File: config.mk
export PLATFORM = sky130hd
export DESIGN_NAME = imem_boot_loader
export DESIGN_NICKNAME = d
export VERILOG_FILES = /design/src/rtl/imem_boot_loader.sv
export SDC_FILE = /design/constraint.sdc
export NUM_CORES = 1
export LEC_CHECK = 0
export BUFFER_PORTS_ARGS = -buffer_cell sky130_fd_sc_hd__buf_2
export CAP_MARGIN = 20
export CORE_AREA = 4 4 118 120
export CTS_BUF_LIST = sky130_fd_sc_hd__clkbuf_4 sky130_fd_sc_hd__clkbuf_8
export DETAILED_ROUTE_END_ITERATION = 16
export DIE_AREA = 0 0 122 124
export MAX_ROUTING_LAYER = met4
export PLACE_DENSITY = 0.65
export SETUP_SLACK_MARGIN = 0.4
export SYNTH_ARGS = -nofsm -noshare
export SYNTH_HDL_FRONTEND = slang
export SYNTH_SLANG_ARGS = --single-unit
File: constraint.sdc
create_clock -name clk -period 3.9 [get_ports clk]
set_clock_uncertainty 0.1 [all_clocks]
set_input_delay 0.585 -clock clk [delete_from_list [all_inputs] [get_ports clk]]
set_output_delay 0.585 -clock clk [all_outputs]
set_load 0.1 [all_outputs]
File: src/rtl/imem_boot_loader.sv
// Boot loader: receives a framed byte-stream image and writes little-endian 32-bit words into instruction memory.
// Write latency is 1 cycle after the 4th byte of a word; in_ready is low in DONE/ERR, and the core is held in reset until the checksum passes.
module imem_boot_loader #(
    parameter int                ADDR_W      = 8,
    parameter logic [ADDR_W-1:0] BASE_ADDR   = '0,
    parameter int                TIMEOUT_CYC = 1000000
) (
    input  logic              clk,
    input  logic              rst,
    input  logic              in_valid,
    input  logic [7:0]        in_data,
    output logic              in_ready,
    input  logic              start,
    output logic              imem_we,
    output logic [ADDR_W-1:0] imem_addr,
    output logic [31:0]       imem_wdata,
    output logic              cpu_hold,
    output logic              done,
    output logic              error,
    output logic [1:0]        err_code
);

    localparam int              MAX_WORDS = 1 << ADDR_W;
    localparam int              TW        = $clog2(TIMEOUT_CYC) + 1;
    localparam logic [TW-1:0]   TMO_LAST  = TW'(TIMEOUT_CYC - 1);

    typedef enum logic [2:0] {
        S_CLO  = 3'd0,
        S_CHI  = 3'd1,
        S_DATA = 3'd2,
        S_CSUM = 3'd3,
        S_DONE = 3'd4,
        S_ERR  = 3'd5
    } state_t;

    state_t            r_state;
    logic [7:0]        r_cnt_lo;
    logic [ADDR_W:0]   r_words_left;
    logic [1:0]        r_lane;
    logic [23:0]       r_word;
    logic [7:0]        r_csum;
    logic [TW-1:0]     r_timer;
    logic              r_we;
    logic [ADDR_W-1:0] r_addr;
    logic [31:0]       r_wdata;
    logic              r_hold;
    logic              r_done;
    logic              r_error;
    logic [1:0]        r_err_code;

    logic              w_accept;
    logic              w_timed;
    logic              w_timeout;
    logic [15:0]       w_count;
    logic              w_count_bad;

    always_comb begin
        in_ready = (r_state == S_CLO) || (r_state == S_CHI) ||
                   (r_state == S_DATA) || (r_state == S_CSUM);
    end

    assign w_accept    = in_valid & in_ready;
    assign w_timed     = (r_state == S_CHI) || (r_state == S_DATA) || (r_state == S_CSUM);
    assign w_timeout   = w_timed && !w_accept && (r_timer == TMO_LAST);
    assign w_count     = {in_data, r_cnt_lo};
    assign w_count_bad = (w_count == 16'd0) || (int'(w_count) > MAX_WORDS);

    always_ff @(posedge clk or posedge rst) begin
        if (rst) begin
            r_state      <= S_CLO;
            r_cnt_lo     <= '0;
            r_words_left <= '0;
            r_lane       <= '0;
            r_word       <= '0;
            r_csum       <= '0;
            r_timer      <= '0;
            r_we         <= 1'b0;
            r_addr       <= BASE_ADDR;
            r_wdata      <= '0;
            r_hold       <= 1'b1;
            r_done       <= 1'b0;
            r_error      <= 1'b0;
            r_err_code   <= 2'd0;
        end else begin
            r_we <= 1'b0;
            // Address advances in the cycle after each write strobe, wrapping naturally.
            if (r_we) begin
                r_addr <= r_addr + 1'b1;
            end
            if (w_timed) begin
                if (w_accept) begin
                    r_timer <= '0;
                end else begin
                    r_timer <= r_timer + 1'b1;
                end
            end

            case (r_state)
                S_CLO: begin
                    if (w_accept) begin
                        r_cnt_lo <= in_data;
                        r_csum   <= in_data;
                        r_state  <= S_CHI;
                    end
                end
                S_CHI: begin
                    if (w_accept) begin
                        r_csum <= r_csum ^ in_data;
                        if (w_count_bad) begin
                            r_state    <= S_ERR;
                            r_error    <= 1'b1;
                            r_err_code <= 2'd1;
                        end else begin
                            r_words_left <= (ADDR_W+1)'(w_count);
                            r_lane       <= 2'd0;
                            r_state      <= S_DATA;
                        end
                    end else if (w_timeout) begin
                        r_state    <= S_ERR;
                        r_error    <= 1'b1;
                        r_err_code <= 2'd3;
                    end
                end
                S_DATA: begin
                    if (w_accept) begin
                        r_csum <= r_csum ^ in_data;
                        r_lane <= r_lane + 2'd1;
                        case (r_lane)
                            2'd0: r_word[7:0]   <= in_data;
                            2'd1: r_word[15:8]  <= in_data;
                            2'd2: r_word[23:16] <= in_data;
                            default: begin
                                r_we         <= 1'b1;
                                r_wdata      <= {in_data, r_word};
                                r_words_left <= r_words_left - 1'b1;
                                if (r_words_left == (ADDR_W+1)'(1)) begin
                                    r_state <= S_CSUM;
                                end
                            end
                        endcase
                    end else if (w_timeout) begin
                        r_state    <= S_ERR;
                        r_error    <= 1'b1;
                        r_err_code <= 2'd3;
                    end
                end
                S_CSUM: begin
                    if (w_accept) begin
                        if (in_data == r_csum) begin
                            r_state <= S_DONE;
                            r_done  <= 1'b1;
                            r_hold  <= 1'b0;
                        end else begin
                            r_state    <= S_ERR;
                            r_error    <= 1'b1;
                            r_err_code <= 2'd2;
                        end
                    end else if (w_timeout) begin
                        r_state    <= S_ERR;
                        r_error    <= 1'b1;
                        r_err_code <= 2'd3;
                    end
                end
                S_DONE, S_ERR: begin
                    // Any partially written image is left in memory on re-arm.
                    if (start) begin
                        r_state    <= S_CLO;
                        r_done     <= 1'b0;
                        r_error    <= 1'b0;
                        r_err_code <= 2'd0;
                        r_csum     <= '0;
                        r_timer    <= '0;
                        r_hold     <= 1'b1;
                        r_addr     <= BASE_ADDR;
                    end
                end
                default: r_state <= S_CLO;
            endcase
        end
    end

    assign imem_we    = r_we;
    assign imem_addr  = r_addr;
    assign imem_wdata = r_wdata;
    assign cpu_hold   = r_hold;
    assign done       = r_done;
    assign error      = r_error;
    assign err_code   = r_err_code;

endmodule
# Word-level counts from Yosys, hierarchy flattened

Index checks and enable logic that the tools add are counted.

Register bits: 121
Output and inout bits: 47
Input bits: 12
Word-level logic and storage cells: 135

Mux-type cells: 57
$add $sub $neg: 4
Reduce and logical (&&, ||, !) cells: 30
Equality and inequality tests: 24
Magnitude comparators: 1
Bitwise logic cells: 3

Operators by type and width:

| kind                                                                  | count |
|---|---|
| 21-bit 2-to-1 mux                                                     | 4 |
| 8-bit 2-to-1 mux                                                      | 6 |
| 9-bit 2-to-1 mux                                                      | 4 |
| 3-bit 2-to-1 mux                                                      | 9 |
| 8-bit case mux with 3 select lines                                    | 1 |
| 21-bit by 1-bit adder with 21-bit output, second input constant       | 1 |
| 21-bit by 20-bit == test with 1-bit output, second input constant     | 1 |
| 2-bit 2-to-1 mux                                                      | 10 |
| 9-bit case mux with 2 select lines                                    | 1 |
| 16-bit by 9-bit > comparator with 1-bit output, second input constant | 1 |
| 16-bit logical NOT                                                    | 1 |
| 1-bit 2-to-1 mux                                                      | 16 |
| 2-bit != test, second input constant                                  | 8 |
| 4-bit AND reduction                                                   | 4 |
| 3-bit case mux with 5 select lines                                    | 1 |
| 3-bit AND reduction                                                   | 4 |
| 5-bit AND reduction                                                   | 2 |
| 9-bit by 1-bit == test with 1-bit output, second input constant       | 1 |
| 3-bit != test, second input constant                                  | 3 |
| 9-bit by 1-bit subtractor with 9-bit output, second input constant    | 1 |
| 8-bit by 1-bit adder with 8-bit output, second input constant         | 1 |
| 8-bit == test                                                         | 1 |
| 2-bit case mux with 4 select lines                                    | 1 |
| 8-bit XOR                                                             | 1 |
| 24 further kinds                                                      | 36 |

# Longest topological paths before layout

Gate-level depths: netlist of run 1.

Depth after elaboration: 11
Gate-level depth with buffers: 8
Depth with buffers taken out: 7

# Worst setup path before layout of run 1

No wires, ideal clock.

Path kind: register -> register
From: register r_state[2]
To: register r_csum[0]
Path slack: 1736 ps
Library setup time: 118 ps
Path buffers: 1
Arrival time: 1946 ps
Stages on the path, launching flop included: 7
Required time: 3682 ps
Clock period less this slack: 2164 ps
Cell sequence: dfrtp_1 > buf_2 > inv_1 > nand3_1 > a21oi_1 > nor3b_1 > a21o_1

Word-level cells in the longest chain between the ends: 7
Elaborated cells on any way between the ends: 18
Classes of those cells: eq/ne: 8; mux: 1; bitwise: 1; reduce/logical: 8

RTL lines:

| item                                                                                              | RTL line | source |
|---|---|---|
| start, declared                                                                                   | 36       | `state_t r_state;` |
| start signal, assigned                                                                            | 70       | `r_state <= S_CLO;` |
| start signal, assigned                                                                            | 103      | `r_state <= S_CHI;` |
| start signal, assigned                                                                            | 110      | `r_state <= S_ERR;` |
| 3-bit by 1-bit == test with 1-bit output / 3-bit logical NOT (equally long branches)              | 58       | `in_ready = (r_state == S_CLO) \|\| (r_state == S_CHI) \|\|` |
| 1-bit logical OR (2 in a row)                                                                     | 58       |  |
| 1-bit logical OR *                                                                                | 59       | `(r_state == S_DATA) \|\| (r_state == S_CSUM);` |
| via in_ready                                                                                      | 12       | `output logic in_ready,` |
| 1-bit AND *                                                                                       | 62       | `assign w_accept = in_valid & in_ready;` |
| 2-bit by 1-bit != test with 1-bit output (no source line) / 2-bit != test (equally long branches) | -        |  |
| 4-bit AND reduction (no source line) *                                                            | -        |  |
| end signal, assigned                                                                              | 102      | `r_csum <= in_data;` |
| end signal, assigned                                                                              | 108      | `r_csum <= r_csum ^ in_data;` |
| end signal, assigned                                                                              | 126      | `r_csum <= r_csum ^ in_data;` |
| end, declared                                                                                     | 41       | `logic [7:0] r_csum;` |

The timed path passes the listed nets; every way through them passes the cells marked *.
A chain may end at the register's enable or synchronous reset.

# Worst setup path after layout of run 1

From: register r_state[1]
To: register r_words_left[5]

Word-level cells in the longest chain between the ends: 7
Elaborated cells on any way between the ends: 15
Classes of those cells: eq/ne: 7; mux: 1; bitwise: 1; reduce/logical: 6

RTL lines:

| item                                                                                 | RTL line | source |
|---|---|---|
| 3-bit by 1-bit == test with 1-bit output / 3-bit logical NOT (equally long branches) | 58, 98   |  |
| 1-bit logical OR (2 in a row)                                                        | 58       |  |
| 1-bit logical OR                                                                     | 59       |  |
| 1-bit AND                                                                            | 62       |  |
| 2-bit != test (no source line)                                                       | -        |  |
| 5-bit AND reduction (no source line)                                                 | -        |  |
| end signal, assigned                                                                 | 114      | `r_words_left <= (ADDR_W+1)'(w_count);` |
| end signal, assigned                                                                 | 135      | `r_words_left <= r_words_left - 1'b1;` |
| end, declared                                                                        | 38       | `logic [ADDR_W:0] r_words_left;` |

Several ways; a longest one is shown, not always the timed one.

==> run_results.csv, run 1 <==
group,metric,value,unit
synth,syn_area_per_cell,11.1,µm²
hold_path,hold_class,"in -> async",
synth,synthAdderAreaFrac,1.77,%
detailed_routing,wl_per_cell,15.9,µm
die,rows,42,
synth,synth.most_common_cell,"dfrtp_1",
grt,grt.total_usage,18.0,%
power,total_power,3.35,mW
setup_path,arrival,2750,ps
outcome,run_status,"finished, final reports clean",
timing,hold_violations,0,
synth,synth_top_family_by_area,"simple AND/OR/NAND/NOR gates",
clocking,clock_latency,450,ps
synth,syn_inst,511,
timing,setup_violations,0,
detailed_routing,vias,4006,
cells_and_area,final_nets,588,
placed_design,dp_hpwl,8120,µm
placed_design,place_ws,1390,ps
synth,ys_ff_latch,121,
setup_path,regToRegSetupSlack,1370,ps
grt,first_global_vias,4246,
detailed_routing,wirelength,12100,µm
synth,synth_area,5650,µm²
synth,synth_area_leaders,"dfrtp_1, mux2_2, nand2_1",
grt,antenna_found_initial,0,
clocking,root_buffer,"clkbuf_8",
placed_design,io_buffers,58,
timing,rsz0062_at_grt,"no",
synth,synth_edf_count,0,
synth,synthFlopType,"dfrtp_1",
die,initial_core_util,43.5,%
die,io_pins,59,
synth,yosysTopAreaCell,"dfrtp_1",
detailed_routing,drc,0,
clocking,numCtsBuffers,17,
clocking,h-tree-depth,4,
timing,layout_setup_ws,1370,ps
grt,grt_max_degree,50,
setup_path,cp.required,4120,ps
setup_path,reg2reg_to,"r_words_left[5]",
power,ir_drop,0.263,mV
timing,slew_violations,0,
clocking,post_cts.repair.setup_buffers,0,
synth,syn-num-nets,531,
setup_path,end_kind,"register",
die,dieArea,15100,µm²
synth,async_flop_share,100,%
timing,final.min_clock_period,2530,ps
timing,max_slew_margin,41.5,%
power,leakage,3.17,nW
timing,finalCritPeriodShare,64.8,%
run,max_cap_viol_count,0,
synth,synthSimpleGateAreaFrac,15.1,%
setup_path,reg2regPathDepth,5,
synth,ys_top_cells_by_count,"dfrtp_1, mux2_2, nand2_1",
die,core,13000,µm²
synth,synth_cell_types,54,
grt,grt-ovfl-total,0,
synth,synth_compound_area_share,9.05,%
clocking,cts_tree,"done",
detailed_routing,ant_nets,0,
cells_and_area,num_antenna_cells,0,
synth,netlist.area_leader.share,53.1,%
cells_and_area,drive_gt1_share,29.0,%
clocking,cts_hold_buf,0,
cells_and_area,area_growth,14.3,%
cells_and_area,final_util,49.8,%
die,die_w,122,µm
timing,setup-tns-final,0,ps
clocking,clk_path_buf_depth,2,
detailed_routing,drtIter0Drc,172,
power,p_per_area,518,nW/µm²
clocking,clock_sinks,121,
detailed_routing,drt-pass1-iter-count,4,
timing,fmax,396,MHz
setup_path,reg2reg_from,"r_state[1]",
detailed_routing,avgViaCountPerCell,5.30,
grt,grt_pass1_wl,20600,µm
setup_path,cp-start-kind,"register",
synth,muxShareOfSynthArea,13.1,%
timing,tightest_slew,875,ps
placed_design,globalplace.congestion,0.857,
die,fp.dieH,124,µm
synth,ys_seq_area_share,53.6,%
setup_path,path_class,"reg -> reg",
clocking,clk_pin_slew_worst_paths,70,ps
clocking,cts_resized,0,
synth,synth_xor_xnor_area_share,4.65,%
synth,yosysWarnings,0,
setup_path,cp_max_fo,24,
==> worst max-delay path by stage <==
stage / from / to / depth (start not counted)
final: r_state[1] / r_words_left[5] / 5
after detailed placement: r_state[1] / r_words_left[5] / 5
after global placement: r_state[1] / r_words_left[5] / 5
after CTS: r_state[1] / r_words_left[5] / 5
after global routing: r_state[2] / r_csum[4] / 6
after floorplan: rst / done / 1
==> registers in the layout, indices dropped and copies added, names as in the netlist <==
register      cells
error             1
r_lane            2
imem_we           1
r_word           24
r_cnt_lo          8
imem_addr         8
done              1
err_code          2
imem_wdata       32
r_csum            8
cpu_hold          1
r_state           3
r_words_left      9
r_timer          21
==> critical path: stages, from the launching register on <==
cell	delay, ps
dfrtp_1	830
nand2b_1	300
nor2_1	730
o21ai_0	190
a21oi_1	190
a21oi_1	50
==> through the flow <==
step,hold WS (ps),instances,cell area [µm²]
2_1_floorplan,352,511,5660
3_3_place_gp,361,725,6090
3_5_place_dp,385,725,6090
4_1_cts,189,756,6460
5_1_grt,227,756,6460
6_report,189,756,6460
==> layout by cell type (no fill, tap or decap), types with 8 or more instances in the layout <==
cell type,n
nand3_1,15
dfrtp_1,120
buf_2,58
nor3_1,10
mux2_2,62
nor2_1,38
ha_1,8
o21ai_0,25
a21o_1,10
nand2_1,43
xnor2_1,14
or3_1,10
xor2_1,16
a21oi_1,26
nand4_1,10
inv_1,11
clkbuf_8,19
==> power breakdown <==
part / total (mW) / switching, mW / internal [mW]
Sequential: 1.56 / 0.159 / 1.40
Combinational: 0.742 / 0.472 / 0.270
Clock: 1.04 / 0.506 / 0.538
Total: 3.35 / 1.14 / 2.21
==> metal layers <==
metal,track usage (%),share of wire [%],vias to the layer above
met5,-,0,-
met4,6.51,1.5,0
met3,4.68,4.3,18
met2,29.3,49,73
met1,21.8,46,2000
li1,-,-,1915
==> kinds of logic (layout without fill, tap and decap cells) <==
group	after synthesis	count (layout)
and+or+nand+nor	166	166
muxes	66	66
AOI/OAI and AO/OA	85	85
xor gates and xnor gates	30	30
adders and majority gates	8	8
DFF	121	121
buffers and inverters	35	104
==> final cells by class <==
type	count	area, µm²
inverter	12	48.8
tap	176	220
clock buffer	20	269
sequential	121	3030
clock inverter	11	98.8
timing repair buffer	61	325
fill	1195	6520
multi-input combinational	355	2470
(Power assumes the default switching activity.)
==> inputs of run 2 (changes only) <==
==> constraint.sdc (replaced) <==
create_clock -name clk -period 2.25 [get_ports clk]
set_clock_uncertainty 0.1 [all_clocks]
set_input_delay 0.3375 -clock clk [delete_from_list [all_inputs] [get_ports clk]]
set_output_delay 0.3375 -clock clk [all_outputs]
set_load 0.1 [all_outputs]
==> run_results.csv, run 2 (synthesis gave the netlist of run 1 again) <==
group,metric,value,unit
outcome,run_status,"finished, final reports clean",
cells_and_area,fillerInstances,1134,
clocking,clk_path_buf_depth,2,
cells_and_area,layout_common_cells,"dfrtp_1, mux2_2, buf_2, nand2_1, nor2_1",
detailed_routing,wirelength,12700,µm
cells_and_area,final_util,54.6,%
detailed_routing,ant_nets,0,
timing,whs,161,ps
placed_design,globalplace.congestion,0.857,
placed_design,placed_cells,739,
placed_design,dp_hpwl,8380,µm
grt,grt-ovfl-total,0,
setup_path,arrival,2320,ps
die,initial_core_util,43.5,%
placed_design,place_ws,139,ps
clocking,root_buffer,"clkbuf_8",
setup_path,slowest_stage,"or4_4",
grt,use_met1,21.8,%
grt,grt.total_usage,18.2,%
timing,hold_violations,0,
detailed_routing,avgViaCountPerCell,5.25,
setup_path,regToRegSetupSlack,160,ps
power,total_power,6.47,mW
clocking,clk_pin_slew_worst_paths,80,ps
detailed_routing,drc,0,
die,rows,42,
setup_path,path_buf_inv,0,
timing,slew_violations,0,
grt,first_global_vias,4290,
setup_path,cp.required,2470,ps
power,ir_drop,0.513,mV
grt,antenna_found_initial,0,
timing,max_slew_margin,57.4,%
clocking,clock_latency,440,ps
clocking,clock_sinks,121,
detailed_routing,wl_per_cell,16.0,µm
timing,layout_setup_ws,157,ps
cells_and_area,num_antenna_cells,0,
timing,setup_violations,0,
cells_and_area,regArea,3040,µm²
setup_path,end_kind,"register",
hold_path,hold_class,"in -> reg",
placed_design,io_buffers,58,
timing,setup-tns-final,0,ps
detailed_routing,drtIter0Drc,256,
grt,grt_use_met3,5.72,%
placed_design,post_dp_cell_area,6270,µm²
grt,grt_pass1_wl,20900,µm
timing,finalCritPeriodShare,93.0,%
cells_and_area,largest_reg_flops,32,
cells_and_area,final_nets,626,
timing,fmax,478,MHz
die,fp.dieH,124,µm
cells_and_area,drive_gt1_share,40.1,%
timing,tightest_slew,640,ps
grt,grt_max_degree,72,
setup_path,cp-start-kind,"register",
grt,grt_busiest_layer,"met2",
clocking,h-tree-depth,4,
setup_path,cp_max_fo,4,
clocking,cts_tree,"done",
setup_path,critical_path.max_stage_delay,540,ps
timing,rsz0062_at_grt,"yes",
hold_path,hold_path_depth,3,
setup_path,path_class,"reg -> reg",
setup_path,path_delay_family,"simple AND/OR/NAND/NOR gates",
setup_path,path_cells,"or4_4 > or3_4 > nand3_4 > nor3_4 > a221oi_2 > o21ai_1",
grt,met2_usage,29.4,%
setup_path,crit_cells,6,
power,leakage,3.46,nW
clocking,numCtsBuffers,17,
die,dieArea,15100,µm²
run,max_cap_viol_count,0,
detailed_routing,drt-pass1-iter-count,4,
cells_and_area,multi_input_area,2700,µm²
cells_and_area,final_cells,795,
cells_and_area,fin_area,7090,µm²
timing,final.min_clock_period,2090,ps
power,p_per_area,912,nW/µm²
die,die_w,122,µm
setup_path,reg2regPathDepth,6,
cells_and_area,layout_commonest_cell,"dfrtp_1",
cells_and_area,area_growth,25.5,%
die,core,13000,µm²
detailed_routing,vias,4172,
die,io_pins,59,
[run 2: cell types whose count changed in the layout (fill, tap and decap cells not counted), sizes merged]
cell	change
nand2	+1
clkinv	-2
buf	+36
dlygate4sd3	+1
bufinv	+2
clkbuf	-1
clkinvlp	+1
inv	+1
[run 2: final timing paths]
path / from / to
setup / recovery: r_cnt_lo[0] / r_words_left[6]
hold / removal: start / r_state[2]
setup reg to reg: r_cnt_lo[0] / r_words_left[6]
hold reg to reg: imem_wdata[23] / imem_wdata[23]
max in group asynchronous: rst / r_state[1]
min in group asynchronous: rst / imem_wdata[9]
[run 2: final cells by class]
cell class / count / share of cell area [%]
Tap cell: 176 / 3.10
Clock buffer: 19 / 3.69
Multi-Input combinational cell: 356 / 38.1
Timing Repair Buffer: 98 / 9.23
Sequential cell: 121 / 42.8
Clock inverter: 13 / 2.35
Inverter: 12 / 0.741
[run 2: worst register-to-register path: cells and delay by family, from the launching register on]
family / cells / cell delay, ps
AND/OR/NAND/NOR: 4 / 1150
flip-flops: 1 / 390
AO/OA/AOI/OAI: 2 / 350
[run 2: per-layer routing]
metal | share of wire (%) | wire [µm] | vias up
met4 | 1.5 | 186 | 0
met1 | 44 | 5600 | 2049
met3 | 4.6 | 587 | 16
met2 | 50 | 6330 | 106
li1 | - | - | 2001
met5 | 0 | 0 | -
[run 2: power by group]
part           leakage, nW  switching [mW]  internal, mW
Sequential            1.62           0.237          2.43
Combinational         1.63           0.997         0.736
Clock                0.209           0.908          1.16
Total                 3.46            2.14          4.33
[run 2: repair_timing]
action	4_1_cts	5_1_grt
setup buffers	15	7
hold endpoints to repair	71	0
hold buffers	1	0
gates resized for setup	29	21
setup endpoints to repair	51	60
pin swaps	7	5
cloned	1	0
==> inputs of run 3 (changes only) <==
--- a/config.mk
+++ b/config.mk
@@ -5,7 +5,7 @@
 export SDC_FILE = /design/constraint.sdc
 export NUM_CORES = 1
 export LEC_CHECK = 0
-export BUFFER_PORTS_ARGS = -buffer_cell sky130_fd_sc_hd__buf_2
+export BUFFER_PORTS_ARGS = -buffer_cell sky130_fd_sc_hd__buf_4
 export CAP_MARGIN = 20
 export CORE_AREA = 4 4 118 120
 export CTS_BUF_LIST = sky130_fd_sc_hd__clkbuf_4 sky130_fd_sc_hd__clkbuf_8
==> run_results.csv, run 3 (synthesis gave the netlist of run 1 again) <==
group,metric,value,unit
clocking,clk_path_buf_depth,2,
detailed_routing,wirelength,13100,µm
detailed_routing,wl_per_cell,16.7,µm
power,total_power,6.52,mW
placed_design,dp_hpwl,8560,µm
clocking,cts_tree,"done",
die,initial_core_util,43.5,%
grt,grt_pass1_wl,21600,µm
timing,final.min_clock_period,2120,ps
clocking,clock_sinks,121,
cells_and_area,final_nets,618,
detailed_routing,drtIter0Drc,240,
power,p_comb_share,26.0,%
timing,max_slew_margin,66.0,%
setup_path,reg2reg_from,"r_cnt_lo[0]",
clocking,clk_pin_slew_worst_paths,70,ps
clocking,root_buffer,"clkbuf_8",
power,ir_drop,0.499,mV
setup_path,reg2reg_to,"err_code[0]",
outcome,run_status,"finished, final reports clean",
setup_path,path_buf_inv,1,
placed_design,post_dp_cell_area,6420,µm²
setup_path,regToRegSetupSlack,130,ps
hold_path,hold_class,"in -> reg",
timing,rsz0062_at_grt,"yes",
power,pwr-share-seq,41.0,%
cells_and_area,final_util,55.5,%
hold_path,hold_path_depth,2,
timing,setup_violations,0,
detailed_routing,drc,0,
timing,hold_violations,0,
die,die_w,122,µm
grt,antenna_found_initial,0,
timing,fmax,473,MHz
power,switchingPower,2.06,mW
timing,tightest_slew,509,ps
cells_and_area,layout_commonest_cell,"dfrtp_1",
setup_path,path_cells,"or4_4 > or3_4 > nand3_4 > buf_4 > nand2_2 > a22oi_2 > o22a_1",
setup_path,cp-start-kind,"register",
placed_design,io_buffers,58,
setup_path,arrival,2400,ps
grt,grt_max_degree,61,
cells_and_area,area_growth,27.4,%
cells_and_area,drive_gt1_share,39.3,%
setup_path,slowest_stage,"or4_4",
setup_path,path_class,"reg -> reg",
cells_and_area,largest_reg_flops,32,
power,pwr-share-clk,33.1,%
detailed_routing,vias,4219,
setup_path,end_kind,"register",
setup_path,critical_path.max_stage_delay,550,ps
timing,slew_violations,0,
clocking,h-tree-depth,4,
power,sw_frac_of_total,31.6,%
run,max_cap_viol_count,0,
setup_path,reg2regPathDepth,7,
cells_and_area,num_antenna_cells,0,
setup_path,cp.required,2540,ps
grt,grt-ovfl-total,0,
die,core,13000,µm²
timing,whs,104,ps
setup_path,crit_cells,7,
cells_and_area,layout_common_cells,"dfrtp_1, buf_4, mux2_2, nand2_1, nor2_1",
power,leakage,3.41,nW
hold_path,min_delay_worst_endpoint,"r_csum[2]",
setup_path,cp_max_fo,4,
die,dieArea,15100,µm²
hold_path,hp-start,"in_data[2]",
die,io_pins,59,
timing,finalCritPeriodShare,94.0,%
detailed_routing,avgViaCountPerCell,5.38,
timing,setup-tns-final,0,ps
placed_design,globalplace.congestion,0.849,
detailed_routing,drt-pass1-iter-count,4,
power,p_per_area,906,nW/µm²
die,rows,42,
die,fp.dieH,124,µm
clocking,clock_latency,440,ps
detailed_routing,ant_nets,0,
grt,grt.total_usage,19.0,%
clocking,numCtsBuffers,17,
power,intPower,4.46,mW
cells_and_area,fin_area,7200,µm²
setup_path,path_delay_family,"simple AND/OR/NAND/NOR gates",
grt,first_global_vias,4358,
==> run 3: cell types whose count changed in the layout (fill, tap and decap cells not counted), moves of 3 or more <==
cell	previous run	this run
a21oi_4	1	4
buf_2	56	0
buf_4	33	81
buf_6	5	2
inv_6	3	0
==> run 3: worst max path at each step <==
stage | slack, ps | endpoint | startpoint
detailed placement | 90 | r_words_left[6] | r_cnt_lo[3]
global placement | 140 | r_words_left[6] | r_cnt_lo[3]
CTS | 170 | error | r_cnt_lo[3]
floorplan | 200 | imem_addr[0] | rst
global route | 60 | err_code[0] | r_cnt_lo[0]
finish | 130 | err_code[0] | r_cnt_lo[0]
==> run 3: final cells by class <==
type | count | area (µm²)
clock buffer | 22 | 297
clock inverter | 7 | 141
fill | 1157 | 5780
inverter | 12 | 56.3
multi-input combinational | 356 | 2700
sequential | 121 | 3040
tap | 176 | 220
timing repair buffer | 90 | 751
==> run 3: power by group through the flow <==
stage / registers, mW / logic (mW) / clock network, mW
after global routing: 2.71 / 1.85 / 2.31
after global placement: 2.68 / 1.45 / 0
final: 2.67 / 1.69 / 2.16
after detailed placement: 2.70 / 1.48 / 0
after CTS: 2.66 / 1.64 / 2.20
after floorplan: 2.83 / 0.959 / 0
==> run 3: timing repair <==
action / CTS / global route
setup buffers: 12 / 4
endpoints found under the hold margin: 18 / 0
resized for setup: 24 / 23
hold buffers: 1 / 0
gates cloned: 1 / 0
endpoints found under the setup margin: 83 / 70
pin swaps: 6 / 7
==> run 3: layer usage <==
layer / GRT usage (%) / vias up / part of all wire [%]
li1: - / 1977 / -
met4: 6.09 / 0 / 1.3
met1: 22.7 / 2125 / 43
met2: 31.6 / 98 / 51
met3: 5.27 / 19 / 4.7
met5: - / - / 0
==> run 3: stage by stage <==
step / setup slack [ps] / cells
floorplan: 201 / 511
global placement: 143 / 737
detailed placement: 94.6 / 737
CTS: 169 / 780
global route: 65.0 / 784
finish: 134 / 784
